--- src/rtl/aes_stream_pkg.sv ---
// ---------------------------------------------------------------------------
// aes_stream_pkg
// Shared definitions for the AES stream controller:
//   - ctrl_state_t   : controller FSM state encoding
//   - WORDS_PER_BLK  : 32-bit stream words per 128-bit AES block
//   - TIMEOUT_DEFAULT: default core-wait timeout in cycles
//   - tmo_cnt_width(): width of the per-state timeout counter
// ---------------------------------------------------------------------------
package aes_stream_pkg;

    typedef enum logic [1:0] {
        IDLE      = 2'd0,
        ISSUE     = 2'd1,
        WAIT_LOW  = 2'd2,
        WAIT_HIGH = 2'd3
    } ctrl_state_t;

    localparam int WORDS_PER_BLK   = 4;
    localparam int TIMEOUT_DEFAULT = 64;

    // The counter only has to reach TIMEOUT-1: it holds the number of
    // cycles already spent in the current wait state.
    function automatic int tmo_cnt_width(input int timeout);
        return (timeout < 3) ? 1 : $clog2(timeout);
    endfunction

    localparam int TMO_W = tmo_cnt_width(TIMEOUT_DEFAULT);

endpackage

--- src/rtl/aes_word_serializer.sv ---
// ---------------------------------------------------------------------------
// aes_word_serializer
// Holds one ciphertext block and emits it as WORDS_PER_BLK stream words,
// most significant word first, with a valid/ready handshake.
// Ports:
//   i_clk, i_rst   clock, asynchronous active-high reset
//   i_load         capture i_blk (only asserted while the buffer is empty)
//   i_blk          ciphertext block from the core
//   i_m_ready      downstream ready
//   o_m_valid      output word valid (buffer full)
//   o_m_data       current output word, held while i_m_ready is low
//   o_full         buffer occupied (same as o_m_valid, for the controller)
// ---------------------------------------------------------------------------
module aes_word_serializer
    import aes_stream_pkg::*;
#(
    parameter int WORD_W = 32,
    parameter int BLK_W  = 128
)(
    input  logic              i_clk,
    input  logic              i_rst,
    input  logic              i_load,
    input  logic [BLK_W-1:0]  i_blk,
    input  logic              i_m_ready,
    output logic              o_m_valid,
    output logic [WORD_W-1:0] o_m_data,
    output logic              o_full
);

    localparam int IDX_W = $clog2(WORDS_PER_BLK);
    localparam logic [IDX_W-1:0] IDX_LAST = IDX_W'(WORDS_PER_BLK - 1);

    logic [BLK_W-1:0]  r_buf;
    logic [IDX_W-1:0]  r_idx;
    logic              r_full;

    logic [WORD_W-1:0] w_words [WORDS_PER_BLK];
    logic              w_fire;
    logic              w_last;

    // Word 0 is the top slice of the block.
    genvar gi;
    generate
        for (gi = 0; gi < WORDS_PER_BLK; gi++) begin : g_word
            assign w_words[gi] = r_buf[BLK_W-1-gi*WORD_W -: WORD_W];
        end
    endgenerate

    assign w_fire = r_full & i_m_ready;
    assign w_last = (r_idx == IDX_LAST);

    always_ff @(posedge i_clk or posedge i_rst) begin
        if (i_rst) begin
            r_buf  <= '0;
            r_idx  <= '0;
            r_full <= 1'b0;
        end else if (i_load) begin
            r_buf  <= i_blk;
            r_idx  <= '0;
            r_full <= 1'b1;
        end else if (w_fire) begin
            if (w_last) begin
                r_full <= 1'b0;
                r_idx  <= '0;
            end else begin
                r_idx  <= r_idx + IDX_W'(1);
            end
        end
    end

    assign o_m_valid = r_full;
    assign o_m_data  = w_words[r_idx];
    assign o_full    = r_full;

endmodule

--- src/rtl/aes_stream_ctrl.sv ---
// ---------------------------------------------------------------------------
// aes_stream_ctrl
// Stream front-end/back-end for an AES-128 core. Packs 32-bit words into
// 128-bit blocks, launches the core, waits for its ready handshake, and
// streams the ciphertext back out 32 bits at a time. The input packer can
// fill the next block while the current one is encrypting or draining.
// Ports:
//   i_clk, i_rst           clock, asynchronous active-high reset
//   i_key_wr, i_key_data   key load (honoured only while idle)
//   i_s_valid/o_s_ready    input word handshake, i_s_data first word = 127:96
//   o_m_valid/i_m_ready    output word handshake, o_m_data first word = 127:96
//   o_busy                 controller not idle
//   o_err, i_err_clr       sticky core timeout flag and its clear
//   o_aes_start            one-cycle launch pulse to the core
//   o_aes_key, o_aes_data  core key and plaintext, stable while busy
//   i_aes_ready, i_aes_dout core ready level and ciphertext
// ---------------------------------------------------------------------------
module aes_stream_ctrl
    import aes_stream_pkg::*;
#(
    parameter int WORD_W  = 32,
    parameter int BLK_W   = 128,
    parameter int TIMEOUT = TIMEOUT_DEFAULT
)(
    input  logic              i_clk,
    input  logic              i_rst,
    input  logic              i_key_wr,
    input  logic [BLK_W-1:0]  i_key_data,
    input  logic              i_s_valid,
    output logic              o_s_ready,
    input  logic [WORD_W-1:0] i_s_data,
    output logic              o_m_valid,
    input  logic              i_m_ready,
    output logic [WORD_W-1:0] o_m_data,
    output logic              o_busy,
    output logic              o_err,
    input  logic              i_err_clr,
    output logic              o_aes_start,
    output logic [BLK_W-1:0]  o_aes_key,
    output logic [BLK_W-1:0]  o_aes_data,
    input  logic              i_aes_ready,
    input  logic [BLK_W-1:0]  i_aes_dout
);

    localparam int CNT_W = tmo_cnt_width(TIMEOUT);
    localparam logic [CNT_W-1:0] CNT_LAST = CNT_W'(TIMEOUT - 1);
    localparam int IDX_W = $clog2(WORDS_PER_BLK);
    localparam logic [IDX_W-1:0] IN_LAST = IDX_W'(WORDS_PER_BLK - 1);

    // ---------------- state and registers ----------------
    ctrl_state_t        r_state;
    ctrl_state_t        w_state_next;
    logic [CNT_W-1:0]   r_tmo_cnt;
    logic [BLK_W-1:0]   r_key;
    logic [BLK_W-1:0]   r_aes_data;
    logic [BLK_W-1:0]   r_in_buf;
    logic [IDX_W-1:0]   r_in_cnt;
    logic               r_in_full;
    logic               r_s_ready;
    logic               r_err;

    logic               w_s_fire;
    logic               w_in_last;
    logic               w_in_full_next;
    logic               w_out_full;
    logic               w_launch;
    logic               w_capture;
    logic               w_timeout;
    logic               w_aes_start;
    logic               w_tmo_hit;

    // ---------------- input packer ----------------
    assign w_s_fire  = i_s_valid & r_s_ready;
    assign w_in_last = (r_in_cnt == IN_LAST);

    always_comb begin
        w_in_full_next = r_in_full;
        if (w_launch) begin
            w_in_full_next = 1'b0;
        end else if (w_s_fire && w_in_last) begin
            w_in_full_next = 1'b1;
        end
    end

    // s_ready is registered from the next in_full value so that it equals
    // !in_full in normal operation but still reads 0 while reset is held.
    always_ff @(posedge i_clk or posedge i_rst) begin
        if (i_rst) begin
            r_in_buf  <= '0;
            r_in_cnt  <= '0;
            r_in_full <= 1'b0;
            r_s_ready <= 1'b0;
        end else begin
            if (w_s_fire) begin
                r_in_buf <= {r_in_buf[BLK_W-WORD_W-1:0], i_s_data};
                r_in_cnt <= r_in_cnt + IDX_W'(1);
            end
            r_in_full <= w_in_full_next;
            r_s_ready <= !w_in_full_next;
        end
    end

    // ---------------- controller FSM: state register ----------------
    always_ff @(posedge i_clk or posedge i_rst) begin
        if (i_rst) begin
            r_state <= IDLE;
        end else begin
            r_state <= w_state_next;
        end
    end

    // ---------------- controller FSM: next state ----------------
    always_comb begin
        w_state_next = r_state;
        unique case (r_state)
            IDLE:      if (w_launch)                w_state_next = ISSUE;
            ISSUE:                                  w_state_next = WAIT_LOW;
            WAIT_LOW:  if (!i_aes_ready)            w_state_next = WAIT_HIGH;
                       else if (w_timeout)          w_state_next = IDLE;
            WAIT_HIGH: if (w_capture || w_timeout)  w_state_next = IDLE;
            default:                                w_state_next = IDLE;
        endcase
    end

    // ---------------- controller FSM: outputs / decode ----------------
    // A key write in IDLE takes priority over a launch so the new key is
    // already in place when the deferred launch happens a cycle later.
    always_comb begin
        w_tmo_hit   = (r_tmo_cnt == CNT_LAST);
        w_launch    = 1'b0;
        w_capture   = 1'b0;
        w_timeout   = 1'b0;
        w_aes_start = 1'b0;
        unique case (r_state)
            IDLE:      w_launch    = r_in_full & !w_out_full & !i_key_wr;
            ISSUE:     w_aes_start = 1'b1;
            WAIT_LOW:  w_timeout   = i_aes_ready & w_tmo_hit;
            WAIT_HIGH: begin
                w_capture = i_aes_ready;
                w_timeout = !i_aes_ready & w_tmo_hit;
            end
            default: ;
        endcase
    end

    // Cycles spent in the current wait state; restarts on every transition.
    always_ff @(posedge i_clk or posedge i_rst) begin
        if (i_rst) begin
            r_tmo_cnt <= '0;
        end else if (w_state_next != r_state) begin
            r_tmo_cnt <= '0;
        end else if (r_state == WAIT_LOW || r_state == WAIT_HIGH) begin
            r_tmo_cnt <= r_tmo_cnt + CNT_W'(1);
        end
    end

    // ---------------- key, core plaintext and error flag ----------------
    always_ff @(posedge i_clk or posedge i_rst) begin
        if (i_rst) begin
            r_key      <= '0;
            r_aes_data <= '0;
            r_err      <= 1'b0;
        end else begin
            if (r_state == IDLE && i_key_wr) begin
                r_key <= i_key_data;
            end
            if (w_launch) begin
                r_aes_data <= r_in_buf;
            end
            // A timeout wins over a simultaneous clear.
            if (w_timeout) begin
                r_err <= 1'b1;
            end else if (i_err_clr) begin
                r_err <= 1'b0;
            end
        end
    end

    // ---------------- output serializer ----------------
    aes_word_serializer #(
        .WORD_W (WORD_W),
        .BLK_W  (BLK_W)
    ) u_ser (
        .i_clk     (i_clk),
        .i_rst     (i_rst),
        .i_load    (w_capture),
        .i_blk     (i_aes_dout),
        .i_m_ready (i_m_ready),
        .o_m_valid (o_m_valid),
        .o_m_data  (o_m_data),
        .o_full    (w_out_full)
    );

    assign o_s_ready   = r_s_ready;
    assign o_busy      = (r_state != IDLE);
    assign o_err       = r_err;
    assign o_aes_start = w_aes_start;
    assign o_aes_key   = r_key;
    assign o_aes_data  = r_aes_data;

endmodule

--- config.mk ---
export PLATFORM = sky130hd
export DESIGN_NAME = aes_stream_ctrl
export DESIGN_NICKNAME = d
export VERILOG_FILES = /design/src/rtl/aes_stream_pkg.sv /design/src/rtl/aes_word_serializer.sv /design/src/rtl/aes_stream_ctrl.sv
export SDC_FILE = /design/constraint.sdc
export NUM_CORES = 1
export LEC_CHECK = 0
export BUFFER_PORTS_ARGS = -buffer_cell sky130_fd_sc_hd__buf_2
export CORE_AREA = 2 2 227 229
export CTS_CLUSTER_DIAMETER = 60
export DETAILED_ROUTE_END_ITERATION = 7
export DIE_AREA = 0 0 229 231
export PLACE_DENSITY = 0.68
export REMOVE_ABC_BUFFERS = 1
export SYNTH_ARGS = -nofsm -noshare
export SYNTH_HDL_FRONTEND = slang
export SYNTH_SLANG_ARGS = --single-unit
--- constraint.sdc ---
create_clock -name i_clk -period 16.95 [get_ports i_clk]
set_input_delay 1.695 -clock i_clk [delete_from_list [all_inputs] [get_ports i_clk]]
set_output_delay 1.695 -clock i_clk [all_outputs]
set_load 0.02 [all_outputs]
==> summary.md <==
| Metric | Value |
|---|---|
| Sink Count | `~530` |
| Root Buffer | `clkbuf_16` |
| Switching share of power | `35.2%` |
| PD cells | `about 210 mW/mm^2` |
| Port buffer count | `about 590` |
| RePlAce Congestion | `roughly 0.89` |
| Startpoint Class | `input pin` |
| Post-synth top cells | `528 x dfrtp_1, 415 x mux2_2, 98 x mux2_4` |
| Initial core utilization | `41.1%` |
| DR pass1 iterations | `4` |
| Util after Layout | `around 52%` |
| Largest area contributor in the netlist | `dfrtp_1` |
| # DRC | `0` |
| First-pass GRT wire length | `around 80 mm` |
| CP delay by family, top | `buffers and inverters` |
| Max-slew violation count | `0` |
| Largest stage delay, worst path | `0.84 ns` |
| Top-area cell type share of the netlist area | `63.4%` |
| Hold Path Class | `flip-flop to flip-flop` |
| Fmax | `228 MHz` |
| Critical Setup Path Class | `input pin to asynchronous set/reset pin` |
| Final instance area | `0.0263 sq mm` |
| Most frequent cell after synthesis | `dfrtp_1` |
| Skew-Pair Late Insertion Delay | `just over 0.6 ns` |
| CP Buf/Inv Count | `5` |
| Critical path capture point type | `asynchronous set/reset pin` |
| HPWL Detailed | `37.7 mm` |
| Reg clk slew, reported paths | `0.06 ns` |
| Internal power | `between 3 and 4 mW` |
| Peak supply drop | `roughly 110 uV` |
| Worst path required time | `17.55 ns` |
| Setup WS pre-CTS | `between 10 and 15 ns` |
| Die area | `about 0.053 sq mm` |
| CP max stage cell | `buf_4` |
| RSZ-0062 raised after global routing | `false` |
| Postcts setup bufs | `0` |
| Clk_skew | `around 0.028 ns` |
| Routed len/inst | `20.7 um` |
| Period Utilization, post-route | `between 20% and 30%` |
| DRT antenna net count | `0` |
| Cts-stage hold buffer count | `0` |
| Total Power | `between 5 and 6 mW` |
| Synth Register Bits | `about 530` |
| H-Tree Depth | `2` |
| Post-cts resize count | `0` |
| Area growth, synth to finish | `26.3%` |
| Post-synth EDFFs | `0` |
| Logic pwr share | `between 30% and 40%` |
| CP arrival | `around 5 ns` |
| Nets@finish | `roughly 2100` |
| Fin crit period | `4.39 ns` |
| Clock Tree Buf Depth | `3` |
| Most used cell, CP | `buf_4` |
| Status | `complete, no violations` |
| Core area | `0.0507 sq mm` |
| Synth async-reset ratio | `100%` |
| Synthesis Warnings | `0` |
| Total track usage | `approximately a fifth` |
| Synthesized area | `~0.021 sq mm` |
| CTS Buf Count | `between 50 and 60` |
| Syn_area_per_cell | `approximately 17 sq um` |
| Worst-margin pin slew | `around 1.1 ns` |
| Post-synth top flop | `dfrtp_1` |
| Worst Hold Slack | `around 0.49 ns` |
| Register area share after synthesis | `a little under two thirds` |
| I/O pin count | `between 500 and 600` |
| Synth area leaders | `dfrtp_1 63%, mux2_2 22%, mux2_4 7.1%, mux4_2 3.5%, clkbuf_1 0.65%` |
| Die W | `~230 um` |
| Final setup TNS | `0 ns` |
| CTS tree | `yes` |
| Cell Count Post-Placement | `approximately 2400` |
| Final setup vio count | `0` |
| Cell variety after synth | `35` |
| Floorplan row count | `83` |
| Worst path cell trace | `buf_2 -> inv_8 -> buf_4 -> buf_4 -> buf_4` |
| Grt total ovfl | `0` |
| Share of layout cells above drive strength 1 | `about 68%` |
| Routed WL | `52.3 mm` |
| Max Cap Violations | `0` |
| P_leak | `between 10 and 15 nW` |
| Antenna violations before repair | `19` |
| Count of final hold-check violations | `0` |
| Number of global-route vias before repair | `between 10000 and 15000` |
| Die Ht | `roughly 230 um` |
| Via count | `~12000` |
| Reg power frac | `about two fifths` |
| Placed Area | `between 0.02 and 0.025 sq mm` |
| Non-Filler Instances | `about 2500` |
| Relative slew slack | `28.1%` |
| Largest net degree at the start of global routing | `roughly 110` |
| Share of power burned in the clock network | `between 20% and 30%` |
| Syn Inst Count | `between 1000 and 1500` |
| DRT iter0 DRCs | `between 500 and 600` |
| NetSw | `between 1.5 and 2 mW` |
| Vias per cell | `slightly below 5` |
| CP Max Fanout | `~110` |
| Worst setup slack after layout | `12.56 ns` |
-- cells in the final DEF, fill, tap and decap left out, types with 2 or more instances in the layout --
cell and n:
xor2_1 3, inv_1 4, buf_4 14, nand2b_1 3
a21o_1 2, nor2_1 2, a211oi_1 5, mux2_4 98
nand3_1 3, o21ai_0 3, xnor2_1 3, mux2_2 415
mux4_2 32, nand2_1 5, ha_1 3, bufinv_16 2
clkbuf_16 57, buf_2 587, clkbuf_8 13, inv_8 2
inv_6 3, clkbuf_1 16, nand4_1 3, a21oi_1 2
clkinv_2 8, mux2i_1 2, diode_2 10, dfrtp_1 527
-- power groups by stage --
stage	sequential [mW]	clock (mW)	combinational [mW]
2_1_floorplan	2.58	0	1.18
3_3_place_gp	2.23	0	2.17
3_5_place_dp	2.27	0	2.21
4_1_cts	2.26	1.26	2.22
5_1_grt	2.34	1.31	2.31
6_report	2.25	1.22	2.18
-- cells by family (layout without fill, tap and decap cells) --
family	count (synthesis)	in the layout	share of synthesized area (%)
buffers and inverters	72	710	1.80
XOR/XNOR	6	6	0.252
AND/OR/NAND/NOR	26	26	0.714
multiplexers	547	547	33.0
other	0	10	0
flip-flops	528	528	63.4
adder cells (fa/ha/maj)	4	4	0.240
AO/OA/AOI/OAI	17	17	0.570
-- flip-flops by register name, indices dropped and copies added, names as in the netlist --
signal        cells
u_ser.r_buf     128
r_in_cnt          2
r_tmo_cnt         6
u_ser.r_idx       2
r_in_full         1
o_aes_data      128
r_in_buf        128
o_aes_key       128
r_state           2
o_err             1
o_s_ready         1
u_ser.o_full      1
-- path summary, 6_finish.rpt --
check	from	endpoint	slack [ns]	cells past startpoint
worst max-delay path	i_rst	o_aes_data[97]$_DFFE_PP0P_	12.56	5
worst min-delay path	r_in_cnt[0]$_DFFE_PP0P_	r_in_cnt[0]$_DFFE_PP0P_	0.49	1
worst max register to register	r_state[1]$_DFF_PP0_	o_aes_data[57]$_DFFE_PP0P_	13.29	5
worst min register to register	r_in_cnt[0]$_DFFE_PP0P_	r_in_cnt[0]$_DFFE_PP0P_	0.49	1
max in group i_clk	u_ser.r_idx[0]$_DFFE_PP0P_	o_m_data[27]	12.85	3
min in group asynchronous	i_rst	o_aes_key[49]$_DFFE_PP0P_	1.24	2
-- per-layer routing --
layer  routed length [um]  part of all wire (%)  track usage [%]  vias up
li1                     -                     -                -     5507
met1                20800                    40             23.6     6316
met2                24500                    47             30.4      433
met3                 4540                   8.7             7.61      112
met4                 2370                   4.5             9.03       16
met5                  100                  0.19                0        -
-- cell type report --
type / instances / area (sq um)
flip-flops and latches: 528 / 13200
fillers: 4361 / 24400
well taps: 680 / 851
multi-input cells: 600 / 7290
diodes: 10 / 25.0
clock inverters: 18 / 213
clock buffers: 86 / 1670
repair buffers: 601 / 3040
inverters: 5 / 26.3
Power figures use the tool's default switching activity.
